### src/rtl/am_channel_sequencer.sv
// rtl/am_channel_sequencer.sv - channel-enable scheduler for the AM NCO bank (STATIC/WALK/RAMP/MASKED_WALK)
// Optional all-off guard interval between patterns: define AM_SEQ_GUARD_GAP_EN.
module am_channel_sequencer #(
    parameter int NUM_CH       = 12,
    parameter int IDX_W        = 4,
    parameter int GUARD_CYCLES = 1250
) (
    input  logic              clk,
    input  logic              rstn,
    input  logic              master_enable,
    input  logic              watchdog_triggered,
    input  logic [NUM_CH-1:0] ch_mask,
    input  logic [1:0]        seq_mode,
    input  logic [31:0]       dwell_cycles,
    input  logic              start,
    input  logic              stop,
    output logic [NUM_CH-1:0] ch_enable_out,
    output logic              seq_busy,
    output logic [IDX_W-1:0]  step_index,
    output logic              step_strobe,
    output logic              cycle_done,
    output logic              seq_error
);

    localparam logic [1:0] MODE_STATIC = 2'd0;
    localparam logic [1:0] MODE_RAMP   = 2'd2;
    localparam logic [1:0] MODE_MWALK  = 2'd3;
    localparam logic [IDX_W-1:0] LAST_IDX = IDX_W'(NUM_CH - 1);

    generate
        if ((2 ** IDX_W) < NUM_CH || GUARD_CYCLES < 1) begin : g_param_check
            $error("am_channel_sequencer: IDX_W too small for NUM_CH or GUARD_CYCLES < 1");
        end
    endgenerate

`ifdef AM_SEQ_GUARD_GAP_EN
    localparam logic [31:0] GUARD_LOAD = 32'(GUARD_CYCLES - 1);
`endif

    typedef enum logic [1:0] {
        S_IDLE,
        S_RUN,
        S_GUARD
    } state_t;

    state_t              state_q, state_d;
    logic [1:0]          mode_q, mode_d;
    logic [NUM_CH-1:0]   mask_q, mask_d;
    logic [31:0]         dwell_q, dwell_d;
    logic [31:0]         cnt_q, cnt_d;
    logic [NUM_CH-1:0]   en_q, en_d;
    logic                busy_q, busy_d;
    logic [IDX_W-1:0]    idx_q, idx_d;
    logic                strobe_q, strobe_d;
    logic                done_q, done_d;
    logic                err_q, err_d;

    logic                abort;
    logic                advance;
    logic                go_idle;
    logic [31:0]         dwell_eff;
    logic [IDX_W-1:0]    first_idx;
    logic [IDX_W-1:0]    nxt_idx;
    logic                nxt_wrap;

    function automatic logic [NUM_CH-1:0] pattern(input logic [1:0] mode, input logic [IDX_W-1:0] k);
        logic [NUM_CH-1:0] onehot;
        onehot = NUM_CH'(1) << k;
        // Thermometer code: the one-hot bit plus everything below it.
        return (mode == MODE_RAMP) ? (onehot | (onehot - NUM_CH'(1))) : onehot;
    endfunction

    function automatic logic [IDX_W-1:0] lowest_set(input logic [NUM_CH-1:0] m);
        logic [IDX_W-1:0] r;
        r = '0;
        for (int i = NUM_CH - 1; i >= 0; i--) begin
            if (m[i]) r = IDX_W'(i);
        end
        return r;
    endfunction

    function automatic logic [IDX_W-1:0] next_set(input logic [NUM_CH-1:0] m, input logic [IDX_W-1:0] k);
        logic [IDX_W-1:0] r;
        logic             found;
        int               j;
        r     = k;
        found = 1'b0;
        for (int i = 1; i <= NUM_CH; i++) begin
            j = (int'(k) + i) % NUM_CH;
            if (!found && m[j]) begin
                r     = IDX_W'(j);
                found = 1'b1;
            end
        end
        return r;
    endfunction

    assign abort     = stop | ~master_enable | watchdog_triggered;
    assign dwell_eff = (dwell_cycles == 32'd0) ? 32'd1 : dwell_cycles;
    assign first_idx = (seq_mode == MODE_MWALK) ? lowest_set(ch_mask) : '0;

    // Masked walk wraps when the circular search lands at or below the current bit,
    // which also covers a single-bit mask revisiting itself.
    always_comb begin
        nxt_idx  = idx_q + IDX_W'(1);
        nxt_wrap = (idx_q == LAST_IDX);
        if (mode_q == MODE_MWALK) begin
            nxt_idx  = next_set(mask_q, idx_q);
            nxt_wrap = (nxt_idx <= idx_q);
        end else if (nxt_wrap) begin
            nxt_idx = '0;
        end
    end

    always_comb begin
        state_d  = state_q;
        mode_d   = mode_q;
        mask_d   = mask_q;
        dwell_d  = dwell_q;
        cnt_d    = cnt_q;
        en_d     = en_q;
        busy_d   = busy_q;
        idx_d    = idx_q;
        strobe_d = 1'b0;
        done_d   = 1'b0;
        err_d    = err_q;
        advance  = 1'b0;
        go_idle  = 1'b0;

        case (state_q)
            S_IDLE: begin
                busy_d = 1'b0;
                idx_d  = '0;
                en_d   = (master_enable && !watchdog_triggered) ? ch_mask : '0;
                if (start && !abort && seq_mode != MODE_STATIC) begin
                    if (seq_mode == MODE_MWALK && ch_mask == '0) begin
                        err_d = 1'b1;
                    end else begin
                        err_d    = 1'b0;
                        mode_d   = seq_mode;
                        mask_d   = ch_mask;
                        dwell_d  = dwell_eff;
                        cnt_d    = dwell_eff - 32'd1;
                        idx_d    = first_idx;
                        en_d     = pattern(seq_mode, first_idx);
                        strobe_d = 1'b1;
                        busy_d   = 1'b1;
                        state_d  = S_RUN;
                    end
                end
            end
            S_RUN: begin
                if (abort) begin
                    go_idle = 1'b1;
                end else if (cnt_q != 32'd0) begin
                    cnt_d = cnt_q - 32'd1;
                end else begin
`ifdef AM_SEQ_GUARD_GAP_EN
                    state_d = S_GUARD;
                    en_d    = '0;
                    cnt_d   = GUARD_LOAD;
`else
                    advance = 1'b1;
`endif
                end
            end
`ifdef AM_SEQ_GUARD_GAP_EN
            S_GUARD: begin
                if (abort) begin
                    go_idle = 1'b1;
                end else if (cnt_q != 32'd0) begin
                    cnt_d = cnt_q - 32'd1;
                end else begin
                    advance = 1'b1;
                    state_d = S_RUN;
                end
            end
`endif
            default: begin
                go_idle = 1'b1;
            end
        endcase

        if (advance) begin
            idx_d    = nxt_idx;
            en_d     = pattern(mode_q, nxt_idx);
            strobe_d = 1'b1;
            done_d   = nxt_wrap;
            cnt_d    = dwell_q - 32'd1;
        end

        if (go_idle) begin
            state_d = S_IDLE;
            en_d    = '0;
            busy_d  = 1'b0;
            idx_d   = '0;
            cnt_d   = 32'd0;
        end
    end

    always_ff @(posedge clk) begin
        if (!rstn) begin
            state_q  <= S_IDLE;
            mode_q   <= 2'd0;
            mask_q   <= '0;
            dwell_q  <= 32'd0;
            cnt_q    <= 32'd0;
            en_q     <= '0;
            busy_q   <= 1'b0;
            idx_q    <= '0;
            strobe_q <= 1'b0;
            done_q   <= 1'b0;
            err_q    <= 1'b0;
        end else begin
            state_q  <= state_d;
            mode_q   <= mode_d;
            mask_q   <= mask_d;
            dwell_q  <= dwell_d;
            cnt_q    <= cnt_d;
            en_q     <= en_d;
            busy_q   <= busy_d;
            idx_q    <= idx_d;
            strobe_q <= strobe_d;
            done_q   <= done_d;
            err_q    <= err_d;
        end
    end

    assign ch_enable_out = en_q;
    assign seq_busy      = busy_q;
    assign step_index    = idx_q;
    assign step_strobe   = strobe_q;
    assign cycle_done    = done_q;
    assign seq_error     = err_q;

endmodule
### config.mk
export PLATFORM = sky130hd
export DESIGN_NAME = am_channel_sequencer
export DESIGN_NICKNAME = d
export VERILOG_FILES = /design/src/rtl/am_channel_sequencer.sv
export SDC_FILE = /design/constraint.sdc
export NUM_CORES = 1
export LEC_CHECK = 0
export ABC_AREA = 1
export BUFFER_PORTS_ARGS = -buffer_cell sky130_fd_sc_hd__buf_2
export CORE_UTILIZATION = 27
export CTS_CLUSTER_DIAMETER = 80
export DETAILED_ROUTE_END_ITERATION = 10
export SYNTH_ARGS = -nofsm -noshare
export SYNTH_HDL_FRONTEND = slang
export SYNTH_SLANG_ARGS = --single-unit
### constraint.sdc
create_clock -name clk -period 6.59 [get_ports clk]
set_input_delay 0 -clock clk [delete_from_list [all_inputs] [get_ports clk]]
set_output_delay 0 -clock clk [all_outputs]
set_load 0.05 [all_outputs]
==> flow_summary.yaml, run 1 <==
status:
  outcome: "finished, final reports clean"
cells_and_area:
  register_area_um2: 1980
  area_growth_syn_to_layout_pct: 16.8
  fin_util_pct: 32.4
  multi_input_area_um2: 5300
  drive_above_1_share_pct: 12.1
  layout.nets: 1496
  antenna-diode-count: 0
  fillCellCount: 3318
pwr:
  power.density_nw_per_um2: 163
  ir_drop_mv: 0.123
  leakagePower_nw: 4.47
  p_total_mw: 1.58
logic_synthesis:
  synth_top_cell_by_area: "dfxtp_1"
  synthTopCellsByArea: "dfxtp_1 24%, nand2_1 13%, inv_1 9.1%, o21ai_0 6.1%, nor2_1 5.5%"
  synthTopCellsByCount: "298 x nand2_1, 202 x inv_1, 121 x nor2_1"
  syn_inst: 1323
  synthFlopType: "dfxtp_1"
  syn_nets: 1411
  synth_top_area_share_pct: 23.9
  ys_seq_area_share_pct: 23.9
  synth_edf_count: 0
  synth_most_common_cell: "nand2_1"
  async_flop_share_pct: 0
  syn_avg_cell_area_um2: 6.27
  yosys.cell_types.count: 62
  synth-seq-cells: 99
  ys_warn_count: 0
  synth.cell_area_um2: 8300
drt:
  via_count: 8841
  drc_errors: 0
  wl_per_cell_um: 14.4
  drt_wl_total_mm: 26.0
  drt_first_pass_iters: 5
  ant_nets: 0
  routed_via_density: 4.90
  drt_first_iter_violations: 603
placed_design:
  globalplace.congestion: 0.935
  io_buffers: 71
  dp_hpwl_mm: 19.9
  pre_cts_slack_ns: 1.10
grt:
  met3_usage_pct: 2.66
  grt_pass1_wl_mm: 41.9
  grt_pass1_vias: 8346
  use_met1_pct: 20.2
  grt_busiest_layer: "met2"
  overflow: 0
  antenna_found_initial: 0
  grt_max_degree: 43
  grt_usage_pct: 16.6
  grt_util_met2_pct: 29.5
clock_tree:
  htree_levels: 3
  cts_buffer_depth: 2
  clkLatencyLatePin_ns: 0.36
  clkTransAtPathRegs_ns: 0.07
  cts.sinks: 99
  cts_root_buf: "clkbuf_16"
  cts_buffers: 9
  cts_tree: "built"
  cts_setup_buffers: 0
critical_path:
  crit_path_top_delay_cell: "dfxtp_1"
  critPathMaxFanout: 18
  critPathCaptureType: "flop"
  crit_buf_inv: 5
  critPathTopFamily: "simple AND/OR/NAND/NOR gates"
  critical_path.max_stage_delay_ns: 0.78
  crit_path_start_kind: "flop"
  critical_path_class: "reg2reg"
  path_common_cell: "nand2_1"
  crit_required_ns: 6.86
  arrival_ns: 5.76
sta:
  fin_ws_ns: 1.09
  slew_viol_final: 0
  setup_tns_ns: 0
  finalHoldViolCount: 0
  finalCritPeriodShare_pct: 83.4
  rsz0062_at_grt: "false"
  fin_crit_ns: 5.50
  clock.fmax_mhz: 182
  finalSetupViolCount: 0
  fin_worst_skew_ns: 0.0159
  max_slew.worst_pin.slew_ns: 1.28
  max_slew_margin_pct: 14.3
die:
  die_h_um: 177
  core_um2: 30000
  num_rows: 63
  die_area_um2: 31400
  die_w_um: 177
  num_io_pins: 72
  initial_core_util_pct: 27.7
worst_hold_path:
  hold_path.class: "in2reg"
job:
  maxCapViolCount: 0
==> layout by cell type, fill, tap and decap left out, drive strengths merged, types with 2 or more instances in the layout <==
cell	netlist	routed
o21bai	20	20
clkinv	3	5
o22ai	26	26
nor2	127	127
o211ai	29	29
o221ai	12	12
buf	13	78
o41ai	2	2
nand3	85	85
inv	217	220
xor2	18	18
dfxtp	99	99
a221oi	4	4
o32ai	7	7
nor3	16	16
nor4	19	19
or2	7	7
nand3b	2	2
dlygate4sd3	0	39
nand4	16	16
nand2	322	322
o21ai	117	117
nor3b	2	2
a32oi	2	2
ha	36	36
clkbuf	30	11
a31oi	10	10
o31ai	4	4
a21boi	5	5
a211oi	2	2
xnor2	12	12
a22oi	2	2
a21oi	48	48
and3	2	2
==> layout make-up <==
| class | instances | share of cell area, % |
|---|---|---|
| Tap cell | 390 | 5.03 |
| Timing Repair Buffer | 117 | 8.23 |
| Clock inverter | 5 | 0.439 |
| Inverter | 220 | 8.52 |
| Clock buffer | 11 | 2.61 |
| Sequential cell | 99 | 20.5 |
| Multi-Input combinational cell | 961 | 54.7 |
==> state kept, by name, indices dropped and copies added (netlist names) <==
| signal | cells |
|---|---|
| ch_enable_out | 12 |
| cnt_q | 32 |
| cycle_done | 1 |
| dwell_q | 32 |
| mask_q | 12 |
| mode_q | 2 |
| seq_busy | 1 |
| seq_error | 1 |
| state_q | 1 |
| step_index | 4 |
| step_strobe | 1 |
==> report_power, final <==
group	internal, mW	total [mW]	switching [mW]
Sequential	0.620	0.637	0.0169
Clock	0.283	0.538	0.255
Combinational	0.143	0.403	0.260
==> metrics by stage <==
stage               hold WS, ns  area, um2  instances
floorplan                 0.135       8300       1323
global placement          0.305       9010       1748
detailed placement        0.306       9010       1748
CTS                    0.000283       9690       1803
global route             0.0187       9690       1803
finish                  0.00215       9690       1803
==> path summary, 6_finish.rpt <==
check | endpoint | slack [ns] | from | depth (start not counted)
setup / recovery | cycle_done | 1.09 | step_index[1] | 33
hold / removal | dwell_q[30] | 0.002 | dwell_cycles[30] | 3
setup reg to reg | cycle_done | 1.09 | step_index[1] | 33
hold reg to reg | dwell_q[28] | 0.48 | dwell_q[28] | 2
==> worst reg2reg max path, delay by kind of cell (launching register included) <==
kind            cells  cell delay (ns)
simple gates       19             1.91
compound gates      6             1.10
fa+ha+maj           3             0.99
buf+inv             5             0.67
flops               1             0.78
==> cell families (layout without fill, tap and decap cells) <==
kind of cell,Yosys count,count (layout),synth area share [%]
AND/OR/NAND/NOR,600,600,32.7
AO/OA/AOI/OAI,294,294,22.2
buffers and inverters,263,353,12.3
flip-flops,99,99,23.9
adder cells (fa/ha/maj),36,36,5.43
XOR/XNOR,30,30,3.35
multiplexers,1,1,0.121
==> metal layers <==
layer	routed length (um)	vias to the layer above
met5	0	-
met4	802	0
met3	1060	51
met2	12700	226
met1	11400	4018
li1	-	4546
==> timing repair <==
item                                   CTS  global route
hold buffers                            39             0
endpoints found under the hold margin   39             0
resized for setup                        0             0
No activity file was read; power rests on OpenSTA's default activity.
==> run 2, diff against run 1 <==
--- a/config.mk
+++ b/config.mk
@@ -5,7 +5,7 @@
 export SDC_FILE = /design/constraint.sdc
 export NUM_CORES = 1
 export LEC_CHECK = 0
-export ABC_AREA = 1
+export ABC_AREA = 0
 export BUFFER_PORTS_ARGS = -buffer_cell sky130_fd_sc_hd__buf_2
 export CORE_UTILIZATION = 27
 export CTS_CLUSTER_DIAMETER = 80
==> constraint.sdc (replaced) <==
create_clock -name clk -period 4.5 [get_ports clk]
set_input_delay 0 -clock clk [delete_from_list [all_inputs] [get_ports clk]]
set_output_delay 0 -clock clk [all_outputs]
set_load 0.05 [all_outputs]
==> run 2 against run 1 <==
The flow now finishes with violations (setup timing); non-clock buffer count rose by 168; worst setup slack got worse by 1.1 ns; area after synthesis down 0.96%; total power rose by 33%; first-iteration DRC count rose by 20%.
==> flow_summary.yaml, run 2 <==
drt:
  routed_via_density: 5.51
  drt_wl_total_mm: 30.8
  ant_nets: 0
  drt_first_iter_violations: 722
  drc_errors: 0
  wl_per_cell_um: 18.1
  via_count: 9374
  drt_first_pass_iters: 7
critical_path:
  critPathMaxFanout: 7
  r2r_start: "step_index[2]"
  crit_path_top_delay_cell: "dfxtp_4"
  arrival_ns: 4.77
  reg2regPathDepth: 23
  crit_buf_inv: 7
  critical_path_class: "reg2reg"
  rrSetupSlack_ns: -0.02
  path_common_cell: "buf_4"
  critPathTopFamily: "compound AO/OA/AOI/OAI gates"
  r2r-end: "ch_enable_out[0]"
  critPathCaptureType: "flop"
  crit_chain: "inv_6 -> ha_1 -> a21o_1 -> buf_4 -> a311oi_2 -> a21o_1 -> ha_4 -> a21o_1 -> a221oi_4 -> buf_4 -> nand3_2 -> buf_4 -> a31oi_2 -> mux2i_2 -> buf_4 -> buf_4 -> nand3_1 -> a21oi_2 -> buf_4 -> o21ba_2 -> o2111a_1 -> or3_1 -> and3b_1"
  crit_required_ns: 4.75
  critical_path.max_stage_delay_ns: 0.40
  crit_path_start_kind: "flop"
cells_and_area:
  final_common_cell: "buf_4"
  mostFrequentLayoutCells: "162 x buf_4, 144 x nand2_1, 95 x dfxtp_1"
  largestRegisters: "cnt_q: 32 flops, dwell_q: 32 flops"
  finalNonFillerCells: 1702
  final_cell_area_um2: 11600
  area_growth_syn_to_layout_pct: 40.8
  drive_above_1_share_pct: 30.3
  layout.nets: 1394
  fillCellCount: 3055
grt:
  grt_max_degree: 33
  grt_pass1_vias: 8885
  use_met1_pct: 24.7
  grt_usage_pct: 19.3
  antenna_found_initial: 2
  overflow: 0
  grt_pass1_wl_mm: 47.9
  grt_util_met2_pct: 33.3
  met3_usage_pct: 3.14
  grt_busiest_layer: "met2"
logic_synthesis:
  synth_top_area_share_pct: 24.1
  async_flop_share_pct: 0
  synthTopCellsByArea: "dfxtp_1 24%, nand2_1 6.7%, ha_1 5.5%, a21oi_1 5.0%, a22o_1 3.9%"
  syn_nets: 1158
  ys_seq_area_share_pct: 24.1
  synth_top_cell_by_area: "dfxtp_1"
  syn_inst: 1070
  synthTopCellsByCount: "146 x nand2_1, 99 x dfxtp_1, 82 x a21oi_1"
  synth-seq-cells: 99
  synth_edf_count: 0
  synth_most_common_cell: "nand2_1"
  synth.cell_area_um2: 8220
  syn_avg_cell_area_um2: 7.68
  ys_warn_count: 0
  synthFlopType: "dfxtp_1"
  yosys.cell_types.count: 94
pwr:
  p_total_mw: 2.10
  power_frac_seq_pct: 44.1
  p_int_mw: 1.50
  clockPowerShare_pct: 37.7
  switchingPower_uw: 601
  pwr-share-comb_pct: 18.2
  ir_drop_mv: 0.233
  p_sw_share_pct: 28.6
  leakagePower_nw: 4.76
  power.density_nw_per_um2: 182
sta:
  rsz0062_at_grt: "true"
  fin_crit_ns: 4.52
  clock.fmax_mhz: 221
  finalHoldViolCount: 0
  slew_viol_final: 0
  finalSetupViolCount: 2
  fin_worst_skew_ns: 0.00893
  whs_ns: 0.0713
  max_slew.worst_pin.slew_ns: 0.772
  max_slew_margin_pct: 48.4
  finalCritPeriodShare_pct: 100
  fin_ws_ns: -0.0185
die:
  die_h_um: 176
  num_rows: 63
  core_um2: 29800
  die_area_um2: 31100
  num_io_pins: 72
  initial_core_util_pct: 27.6
  die_w_um: 176
worst_hold_path:
  min_to: "cycle_done"
  worstHoldStart: "rstn"
  hold_path.class: "in2reg"
  holdPathStages: 2
clock_tree:
  cts_buffers: 9
  cts_buffer_depth: 2
  cts.sinks: 99
  clkTransAtPathRegs_ns: 0.07
  htree_levels: 3
  clkLatencyLatePin_ns: 0.35
  cts_tree: "built"
  cts_root_buf: "clkbuf_16"
placed_design:
  placed_area_um2: 10100
  dp_hpwl_mm: 23.0
  placed_cells: 1621
  io_buffers: 71
  globalplace.congestion: 0.941
status:
  failed_checks: "setup timing"
  outcome: "finished with violations"
job:
  maxCapViolCount: 0
-- run 2: cell count changes after synthesis, moves of 18 or more --
| cell | before | now |
|---|---|---|
| nand2_1 | 298 | 146 |
| o22ai_1 | 25 | 3 |
| a21oi_1 | 44 | 82 |
| nand3_1 | 75 | 34 |
| o21ai_0 | 101 | 63 |
| o21bai_1 | 20 | 2 |
| nand2_2 | 20 | 0 |
| inv_1 | 202 | 27 |
| a22oi_1 | 2 | 25 |
| nor2_1 | 121 | 65 |
| a22o_1 | 1 | 37 |
-- run 2: how the worst max path moves through the flow --
| stage | from | end | slack (ns) | cells past startpoint |
|---|---|---|---|---|
| after floorplan | step_index[2] | cycle_done | -0.05 | 23 |
| after global placement | step_index[2] | cycle_done | -0.14 | 21 |
| after detailed placement | step_index[2] | cycle_done | -0.20 | 21 |
| after CTS | step_index[2] | cycle_done | 0.001 | 20 |
| after global routing | step_index[2] | cycle_done | -0.24 | 23 |
| final | step_index[2] | ch_enable_out[0] | -0.02 | 23 |
-- run 2: power by group through the flow --
| stage | sequential, mW | clock [mW] | combinational (mW) |
|---|---|---|---|
| floorplan | 0.957 | 0 | 0.187 |
| global placement | 0.947 | 0 | 0.327 |
| detailed placement | 0.947 | 0 | 0.329 |
| CTS | 0.927 | 0.804 | 0.365 |
| global route | 0.931 | 0.839 | 0.415 |
| finish | 0.928 | 0.793 | 0.382 |
-- run 2: through the flow --
stage          setup WS, ns  setup TNS, ns  util [%]
2_1_floorplan       -0.0545         -0.106         -
3_3_place_gp         -0.144         -0.606      33.9
3_5_place_dp         -0.204          -1.11      33.9
4_1_cts            0.000973              0      36.9
5_1_grt              -0.240          -1.68      38.8
6_report            -0.0185        -0.0207      38.8
-- run 2: kinds of logic after synthesis --
group,synth area share [%]
adder cells (fa/ha/maj),5.48
buffers and inverters,4.72
AO/OA/AOI/OAI,31.1
XOR/XNOR,4.64
multiplexers,4.81
AND/OR/NAND/NOR,25.1
flip-flops,24.1
-- run 2: what timing repair did --
item                                   in CTS  in global routing
hold buffers                               45                  0
endpoints found under the hold margin      45                  0
pin swaps                                   9                 16
setup buffers                               3                 16
gates resized for setup                    24                 82
setup endpoints to repair                  13                 17
-- run 2: cell type report --
cell class                      instances  area (um2)  share of cell area, %
Multi-Input combinational cell        879        6550                   56.5
Timing Repair Buffer                  285        2120                   18.3
Sequential cell                        99        2000                   17.3
Tap cell                              390         488                   4.22
Clock buffer                           11         233                   2.01
Inverter                               32         128                   1.10
Clock inverter                          5        60.1                  0.519
Antenna cell                            1        2.50                 0.0216
-- run 2: per-layer routing --
layer	vias up	part of all wire, %
li1	4500	-
met1	4551	44
met2	273	49
met3	48	5.1
met4	2	2.3
met5	-	0.032
